`config.mk`:
```
export PLATFORM = sky130hd
export DESIGN_NAME = syn_frame_gen
export DESIGN_NICKNAME = d
export VERILOG_FILES = /design/src/rtl/syn_frame_gen.sv
export SDC_FILE = /design/constraint.sdc
export NUM_CORES = 1
export LEC_CHECK = 0
export ABC_AREA = 0
export BUFFER_PORTS_ARGS = -buffer_cell sky130_fd_sc_hd__buf_2
export CAP_MARGIN = 20
export CORE_ASPECT_RATIO = 1.1
export CORE_MARGIN = 5
export CORE_UTILIZATION = 45
export DETAILED_ROUTE_END_ITERATION = 8
export GPL_TIMING_DRIVEN = 1
export HOLD_SLACK_MARGIN = 0.03
export PLACE_DENSITY = 0.71
export SLEW_MARGIN = 20
export SYNTH_ARGS = -nofsm -noshare
export SYNTH_HDL_FRONTEND = slang
export SYNTH_SLANG_ARGS = --single-unit
export TNS_END_PERCENT = 1
```
`constraint.sdc`:
```
create_clock -name clk -period 2 [get_ports clk]
set_input_delay 0.3 -clock clk [delete_from_list [all_inputs] [get_ports clk]]
set_output_delay 0.3 -clock clk [all_outputs]
set_load 0.02 [all_outputs]
```
`src/rtl/syn_frame_gen.sv`:
```
// syn_frame_gen: byte-wide sync-framed stream transmitter.
// Each frame is one SYNC_WORD byte followed by PAYLOAD_LEN payload bytes taken
// from an upstream valid/ready source. When the source has no byte ready,
// FILL_BYTE is sent instead, so the frame period stays PAYLOAD_LEN+1 clocks.
//
// Ports:
//   clk        system clock, rising edge
//   rst        synchronous active-high reset
//   en         transmit enable; checked when idle and at the end of each frame
//   pl_data    payload byte from the source
//   pl_valid   pl_data is valid
//   pl_ready   pl_data is consumed at this edge if pl_valid is high (combinational)
//   data_out   transmitted byte (registered)
//   data_vld   data_out carries a frame byte
//   sof        high together with the SYNC_WORD byte
//   underrun   high together with each FILL_BYTE sent in place of payload
//   frame_cnt  count of completed frames, wraps at 2^FRAME_CNT_W
module syn_frame_gen #(
    parameter logic [7:0]  SYNC_WORD   = 8'hF7,
    parameter int unsigned PAYLOAD_LEN = 7,
    parameter logic [7:0]  FILL_BYTE   = 8'h00,
    parameter int unsigned FRAME_CNT_W = 8
) (
    input  logic                   clk,
    input  logic                   rst,
    input  logic                   en,
    input  logic [7:0]             pl_data,
    input  logic                   pl_valid,
    output logic                   pl_ready,
    output logic [7:0]             data_out,
    output logic                   data_vld,
    output logic                   sof,
    output logic                   underrun,
    output logic [FRAME_CNT_W-1:0] frame_cnt
);

    // The state names what is sent at the next edge, not what is on data_out.
    typedef enum logic [1:0] {
        StIdle,
        StSync,
        StPayload
    } state_t;

    localparam logic [7:0] LastIdx = 8'(PAYLOAD_LEN - 1);

    state_t     state;
    logic [7:0] idx;

    assign pl_ready = (state == StPayload);

    always_ff @(posedge clk) begin
        if (rst) begin
            state     <= StIdle;
            idx       <= 8'd0;
            data_out  <= 8'h00;
            data_vld  <= 1'b0;
            sof       <= 1'b0;
            underrun  <= 1'b0;
            frame_cnt <= '0;
        end else begin
            case (state)
                StIdle: begin
                    // data_out keeps its last value while idle.
                    data_vld <= 1'b0;
                    sof      <= 1'b0;
                    underrun <= 1'b0;
                    if (en) begin
                        state <= StSync;
                    end
                end

                StSync: begin
                    data_out <= SYNC_WORD;
                    data_vld <= 1'b1;
                    sof      <= 1'b1;
                    underrun <= 1'b0;
                    idx      <= 8'd0;
                    state    <= StPayload;
                end

                StPayload: begin
                    data_vld <= 1'b1;
                    sof      <= 1'b0;
                    if (pl_valid) begin
                        data_out <= pl_data;
                        underrun <= 1'b0;
                    end else begin
                        data_out <= FILL_BYTE;
                        underrun <= 1'b1;
                    end
                    // idx advances even on underrun so the frame length is fixed.
                    if (idx == LastIdx) begin
                        idx       <= 8'd0;
                        frame_cnt <= frame_cnt + FRAME_CNT_W'(1);
                        // en only matters here: mid-frame toggles are ignored.
                        state     <= en ? StSync : StIdle;
                    end else begin
                        idx <= idx + 8'd1;
                    end
                end

                default: begin
                    state <= StIdle;
                end
            endcase
        end
    end

endmodule

```
# Yosys cells after proc, flatten, opt, wreduce, memory -nomap -nowiden
# Index checks and enable logic that the tools add are counted.
[totals]
latch_bits = 0
memories = 0
mem_bits_rw = 0
word_cells = 36
in_bits = 12
ff_bits = 29
rom_bits = 0
[classes]
n_mul = 0
shift = 0
n_lt_le_gt_ge = 0
n_div = 0
eq_ne = 5
addsub = 2
n_mux = 12
bitwise = 0
n_reduce_logical = 10
[ops]
columns = ["cell", "count"]
rows = [
  ["one-hot mux 8 bit (2 select lines)", 2],
  ["adder 8 x 1 -> 8 bit (second input constant)", 2],
  ["two-way mux 8 bit", 2],
  ["equality test 8 x 3 -> 1 bit (second input constant)", 1],
  ["nonzero test 2 bit", 4],
  ["one-hot mux 1 bit (2 select lines)", 3],
  ["one-hot mux 2 bit (3 select lines)", 1],
  ["OR reduction 2 bit", 3],
  ["two-way mux 2 bit", 2],
  ["AND reduction 2 bit", 2],
  ["equality test 2 x 1 -> 1 bit (second input constant)", 1],
  ["equality test 2 bit (second input constant)", 1],
  ["zero test 2 bit", 1],
  ["two-way mux 1 bit", 2],
  ["!= test 2 x 1 -> 1 bit (second input constant)", 1],
  ["!= test 2 bit (second input constant)", 1],
]

# Logic depth before layout (Yosys ltp)
# Gate-level depths: netlist (run 1).
[depth]
ltp_word = 3
depth_mapped = 6
ltp_nobuf = 5

# Worst setup path after synthesis (run 1)
# OpenSTA, ideal clock, no wires.
[synth_path]
path_kind = "register -> register"
start = "reg state[0]"
end = "reg frame_cnt[7]"
path_buffers = 1
arrival_ns = 1.915
path_slack_ns = -0.038
path_stages_with_launch = 7
required_time_ns = 1.877
path_cell_list = "dfxtp_1 inv_1 ha_1 or4bb_1 buf_2 nor4_4 mux2_1"
[synth_via]
elab_chain_len = 2
[synth_rtl]
columns = ["item", "line_no", "text"]
rows = [
  ["from (decl)", "46", "state_t state;"],
  ["from (signal assigned)", "53", "state <= StIdle;"],
  ["from (signal assigned)", "68", "state <= StSync;"],
  ["from (signal assigned)", "78", "state <= StPayload;"],
  ["equality test 2 bit", "n/a", ""],
  ["via pl_ready", "29", "output logic pl_ready,"],
  ["AND reduction 2 bit (no line)", "n/a", ""],
  ["to (signal assigned)", "94", "frame_cnt <= frame_cnt + FRAME_CNT_W'(1);"],
  ["to (decl)", "34", "output logic [FRAME_CNT_W-1:0] frame_cnt"],
]
# The timed path passes the listed nets, and every way through them passes these cells.
# A chain may end at the register's enable or synchronous reset.

# Final worst setup path (run 1)
[layout_path]
start = "reg idx[0]"
end = "reg frame_cnt[5]"
[layout_via]
elab_chain_len = 2
[layout_rtl]
columns = ["item", "line_no", "text"]
rows = [
  ["from (decl)", "47", "logic [7:0] idx;"],
  ["from (signal assigned)", "98", "idx <= idx + 8'd1;"],
  ["equality test 8 x 3 -> 1 bit", "92", "if (idx == LastIdx) begin"],
  ["AND reduction 2 bit (no line)", "n/a", ""],
]
# Every way passes these cells.

==> out/metrics.csv, run 1 <==
metric;value;unit
status;completed;
setup violation total in the final timing report;0;
global-route wire length before repair;5510;um
final worst slack;63.7;ps
synthesis-to-finish area growth;17.5;%
Initial Utilization;47.2;%
DRT Pass-1 Iters;4;
total track usage;15.5;%
FILL cells;277;
CTS tree;done;
Skew-Pair Late Insertion Delay;320;ps
DRT iter0 DRCs;131;
register clock-pin slew on the reported worst setup and hold paths;90;ps
Synth area leader;dfxtp_1;
Post-CTS Setup Bufs;0;
routed wire length;3210;um
CP Capture Type;register;
Die ar.;0.00450;mm2
core footprint;0.00310;mm2
ys async rst share;0;%
final worst path period need;1940;ps
syn nets;183;
CP delay by family, top;simple AND/OR/NAND/NOR gates;
synthesis-stage register bit count;29;
worst path bufs/invs;1;
Power Density;840;mW/mm2
Placement Setup Slack;-115;ps
Arrival @ worst endpoint;2160;ps
Power, Total;1.45;mW
CP required;2220;ps
initial antenna violation count;0;
TNS Setup;0;ps
Fin. Hold Viols;0;
Die W;64.4;um
layout cells sized above 1;28.6;%
Yosys top cell area share;39.7;%
routability congestion estimate;0.769;
post-route ant nets;0;
Seq/Total Area, Yosys;39.7;%
Die Y;69.8;um
max-cap violations;0;
H-tree depth;2;
clk_skew;7.84;ps
fin. max-slew vios;0;
CP max stage delay;590;ps
GR peak layer;met2;
post-DP HPWL;2340;um
cells after synthesis;164;
worst-margin pin slew;436;ps
root buffer cell;clkbuf_4;
diodes inserted;0;
CTS Buf Count;5;
vias in the first global route;1271;
unrepaired setup endpoints after global routing;no;
Leakage;0.718;nW
CP max FO;12;
met3 GRT Util;5.83;%
Yosys cell types;37;
Max VDD drop;0.541;mV
M1 GR Usage;17.5;%
routed via count;1299;
Row Count;21;
prevailing post-synth register cell;dfxtp_1;
clk sinks;29;
normalized max-slew margin;70.5;%
DRC Markers;0;
# nets final;215;
Finished Cell Area;0.00172;mm2
Placed Instance Area;0.00165;mm2
yosys warns;0;
Crit Path Category;reg -> reg;
Post-Syn Area;0.00146;mm2
Max Fclk;516;MHz
wire length per cell;13.9;um
post-route clock period utilization;96.8;%
slowest stage cell, crit path;or4b_4;
Worst Hold Class;in -> reg;
Post-synth EDFFs;0;
Synth Area per Inst;8.93;um2
clock buffer depth;2;
CP Launch Type;register;
vias per cell;5.65;
largest net degree at the start of global routing;27;
top post-synthesis cells by area;dfxtp_1 40%, ha_1 6.0%, nor2_1 5.1%;
dpl cells;223;
fin cells;230;
CTS Hold Bufs;0;
crit-path cells;inv_1 > ha_1 > or4b_4 > nor4_2 > mux2_2;
I/O Buffers;31;
M2 GR Usage;26.6;%
I/O pins;32;
grt ovf;0;
[what timing repair did]
item	in CTS	in global routing
gates resized for setup	1	1
hold endpoints to repair	0	0
pin swaps	1	0
setup endpoints to repair	6	1
[through the flow]
step                      util [%]  hold WS, ps
after floorplan                  -          470
after global placement        53.2          447
after detailed placement      53.2          459
after CTS                     55.1          234
after global routing          55.5          248
final                         55.5          256
[state kept, by name, summed over array words and instances, names as in the netlist]
name	flops
sof	1
underrun	1
state	2
idx	8
data_vld	1
data_out	8
frame_cnt	8
[kinds of logic after synthesis]
logic type / synth area share, %
muxes: 5.21
buffers and inverters: 5.30
xor gates and xnor gates: 2.39
adders and majority gates: 5.98
AOI/OAI and AO/OA: 13.6
DFF: 39.7
and+or+nand+nor: 27.9
[cells in the final DEF (no fill, tap or decap), types with 5 or more instances in the layout]
master	Yosys	final
a21oi_1	13	13
buf_2	2	31
buf_4	0	5
clkbuf_4	0	5
dfxtp_1	29	29
ha_1	7	6
inv_1	7	7
nand2_1	6	6
nand3_1	6	6
nand4_1	8	8
nor2_1	20	20
nor2b_1	8	8
nor3_1	10	10
o21ai_0	5	5
[power breakdown]
group | leakage (nW) | internal, mW | switching [mW]
Sequential | 0.236 | 0.639 | 0.0383
Combinational | 0.450 | 0.158 | 0.256
Clock | 0.0314 | 0.166 | 0.189
[Yosys cell counts (2+ instances only)]
master	count
mux2i_1	2
buf_2	2
nand4_1	8
o21ai_0	5
nor2b_1	8
nor4_2	2
xor2_1	2
nor3_1	10
mux2_2	4
or3_1	4
nand3_1	6
clkbuf_1	8
dfxtp_1	29
nand2_1	6
or4bb_1	2
xnor2_1	2
nor2_1	20
a21oi_1	13
ha_1	7
inv_1	7
[area by class of cell]
class	instances	area [um2]	area share (%)
inverter	7	26.3	1.53
tap	34	42.5	2.47
timing repair buffer	36	193	11.2
clock buffer	7	55.1	3.20
multi-input combinational	117	823	47.9
sequential	29	581	33.7
[path summary, 6_finish.rpt]
path                                   from            to  slack (ps)  cells after the start
worst max register to register       idx[0]  frame_cnt[5]          60                      5
worst min-delay path             pl_data[3]   data_out[3]         260                      3
worst min register to register  data_out[3]   data_out[3]         470                      2
worst max-delay path                 idx[0]  frame_cnt[5]          60                      5
[metal layers]
| metal | part of all wire (%) | vias to the layer above |
|---|---|---|
| met3 | 6.6 | 6 |
| li1 | - | 649 |
| met5 | 0 | - |
| met2 | 49 | 45 |
| met1 | 43 | 599 |
| met4 | 1.3 | 0 |
[worst register-to-register path, stage by stage (launching register included)]
cell,delay (ps)
dfxtp_1,350
inv_1,70
ha_1,150
or4b_4,590
nor4_2,320
mux2_2,370
Power figures use the tool's default switching activity.
==> run 2: changes to the inputs <==
CORE_ASPECT_RATIO = default   (was 1.1)
PLACE_DENSITY = 0.68   (was 0.71)
clock period = 1.9 ns   (was 2 ns; I/O delays follow)
==> out/metrics.csv, run 2 (synthesized netlist as in run 1, its figures left out) <==
metric;value;unit;change
CP Launch Type;register;;
Worst Hold Class;in -> reg;;
dpl cells;240;;+7.6%
Power Density;861;mW/mm2;+2.5%
failing checks;negative setup slack;;
total track usage;15.4;%;-0.070 points
synthesis-to-finish area growth;27.0;%;
post-route clock period utilization;101;%;+4.2 points
routability congestion estimate;0.800;;+4.0%
clk sinks;29;;unchanged
# nets final;226;;+5.1%
DRT iter0 DRCs;114;;-13%
clock buffer depth;2;;unchanged
I/O Buffers;31;;unchanged
CTS Buf Count;5;;unchanged
diodes inserted;0;;unchanged
I/O pins;32;;unchanged
commonest non-fill, non-tap cells in the layout;32 x buf_2, 25 x dfxtp_1, 20 x nor2_1;;
final worst slack;-19.8;ps;-83.5 ps
Crit Path Category;reg -> reg;;
R2R cell count;6;;+1
Initial Utilization;47.6;%;+0.35 points
Row Count;20;;-4.8%
fin cells;251;;+9.1%
vias in the first global route;1298;;+2.1%
CTS tree;done;;
Setup crit end;frame_cnt[6];;
max-cap violations;0;;unchanged
H-tree depth;2;;unchanged
normalized max-slew margin;70.2;%;-0.29 points
post-DP HPWL;2330;um;-0.38%
final worst path period need;1920;ps;-16.5 ps
CP required;2120;ps;-100 ps
Arrival @ worst endpoint;2140;ps;-20 ps
reg2reg setup slack;-20;ps;-80 ps
largest net degree at the start of global routing;27;;unchanged
Leakage;0.789;nW;+9.9%
register clock-pin slew on the reported worst setup and hold paths;90;ps;about the same
most common cell after layout, fill and taps aside;buf_2;;
routed via count;1337;;+2.9%
wire length per cell;13.2;um;-5.0%
post-route ant nets;0;;unchanged
r2r startpoint;state[0];;
setup violation total in the final timing report;1;;+1
fin. max-slew vios;0;;unchanged
Skew-Pair Late Insertion Delay;320;ps;about the same
routed wire length;3320;um;+3.7%
Top Registers;data_out: 8 flops, frame_cnt: 8 flops, idx: 8 flops;;
FILL cells;268;;-3.2%
global-route wire length before repair;5340;um;-3.1%
vias per cell;5.33;;-5.7%
Die W;67.0;um;+4.1%
worst-margin pin slew;446;ps;+10.5 ps
Max VDD drop;0.622;mV;+15%
Placement Setup Slack;-36.7;ps;+78.4 ps
DRT Pass-1 Iters;4;;unchanged
initial antenna violation count;0;;unchanged
clk_skew;7.41;ps;-0.428 ps
Die Y;67.0;um;-4.0%
CP Launch Point;state[0];;
layout cells sized above 1;36.2;%;+7.7 points
root buffer cell;clkbuf_4;;
core footprint;0.00308;mm2;-0.73%
TNS Setup;-19.8;ps;-19.8 ps
hold_ws;246;ps;-9.76 ps
capture point of the worst reg-to-reg path;frame_cnt[6];;
DRC Markers;0;;unchanged
Max Fclk;521;MHz;+0.86%
status;finished, violations left;;
CP Capture Type;register;;
Fin. Hold Viols;0;;unchanged
CTS Hold Bufs;0;;unchanged
unrepaired setup endpoints after global routing;yes;;
Die ar.;0.00449;mm2;about the same
grt ovf;0;;unchanged
final core utilization;60.4;%;+4.9 points
CP max FO;5;;-7
-- run 2: cell types whose count changed in the layout (fill, tap and decap cells not counted), sizes merged --
cell	delta
or4b	+1
buf	+10
-- run 2: routing by layer --
metal  vias to the layer above  part of all wire (%)  global-route usage (%)
met5                         -                     0                       0
met4                         0                   1.2                    7.34
met3                         5                   7.4                    5.06
met2                        48                    48                    25.5
met1                       614                    43                    17.7
li1                        670                     -                       -
-- run 2: layout make-up --
class,instances,area [um2],share of cell area [%]
Sequential cell,29,586,31.5
Inverter,7,26.3,1.41
Timing Repair Buffer,46,273,14.7
Tap cell,44,55.1,2.96
Clock buffer,7,55.1,2.96
Multi-Input combinational cell,118,865,46.5
-- run 2: worst max-delay path: stages, from the launching register on --
cell     delay [ps]
dfxtp_2         340
inv_2            70
ha_4            130
or4bb_4         530
buf_6           160
nor4_2          230
mux2_2          360
-- run 2: through the flow --
stage	power, mW	cell area, um2
finish	1.60	1860
global route	1.70	1860
CTS	1.58	1790
detailed placement	1.19	1730
global placement	1.17	1730
floorplan	1.04	1480
-- run 2: how the worst min path moves through the flow --
stage                  endpoint  cells after the start        start
finish              data_out[3]                      3   pl_data[3]
detailed placement  data_out[0]                      2  data_out[0]
floorplan              state[0]                      2           en
global route        data_out[3]                      3   pl_data[3]
global placement    data_out[3]                      2  data_out[3]
CTS                 data_out[3]                      3   pl_data[3]
-- run 2: timing repair --
action                                  in CTS  in global routing
endpoints found under the setup margin       4                 14
gates resized for setup                      2                 13
setup buffers                                1                  1
pin swaps                                    1                  3
gates cloned                                 0                  2
-- run 2: power by group --
group / total (mW) / internal, mW / leakage [nW] / switching, mW
combinational: 0.507 / 0.220 / 0.520 / 0.287
clock: 0.380 / 0.174 / 0.0314 / 0.206
sequential: 0.714 / 0.676 / 0.238 / 0.0374
total: 1.60 / 1.07 / 0.789 / 0.530
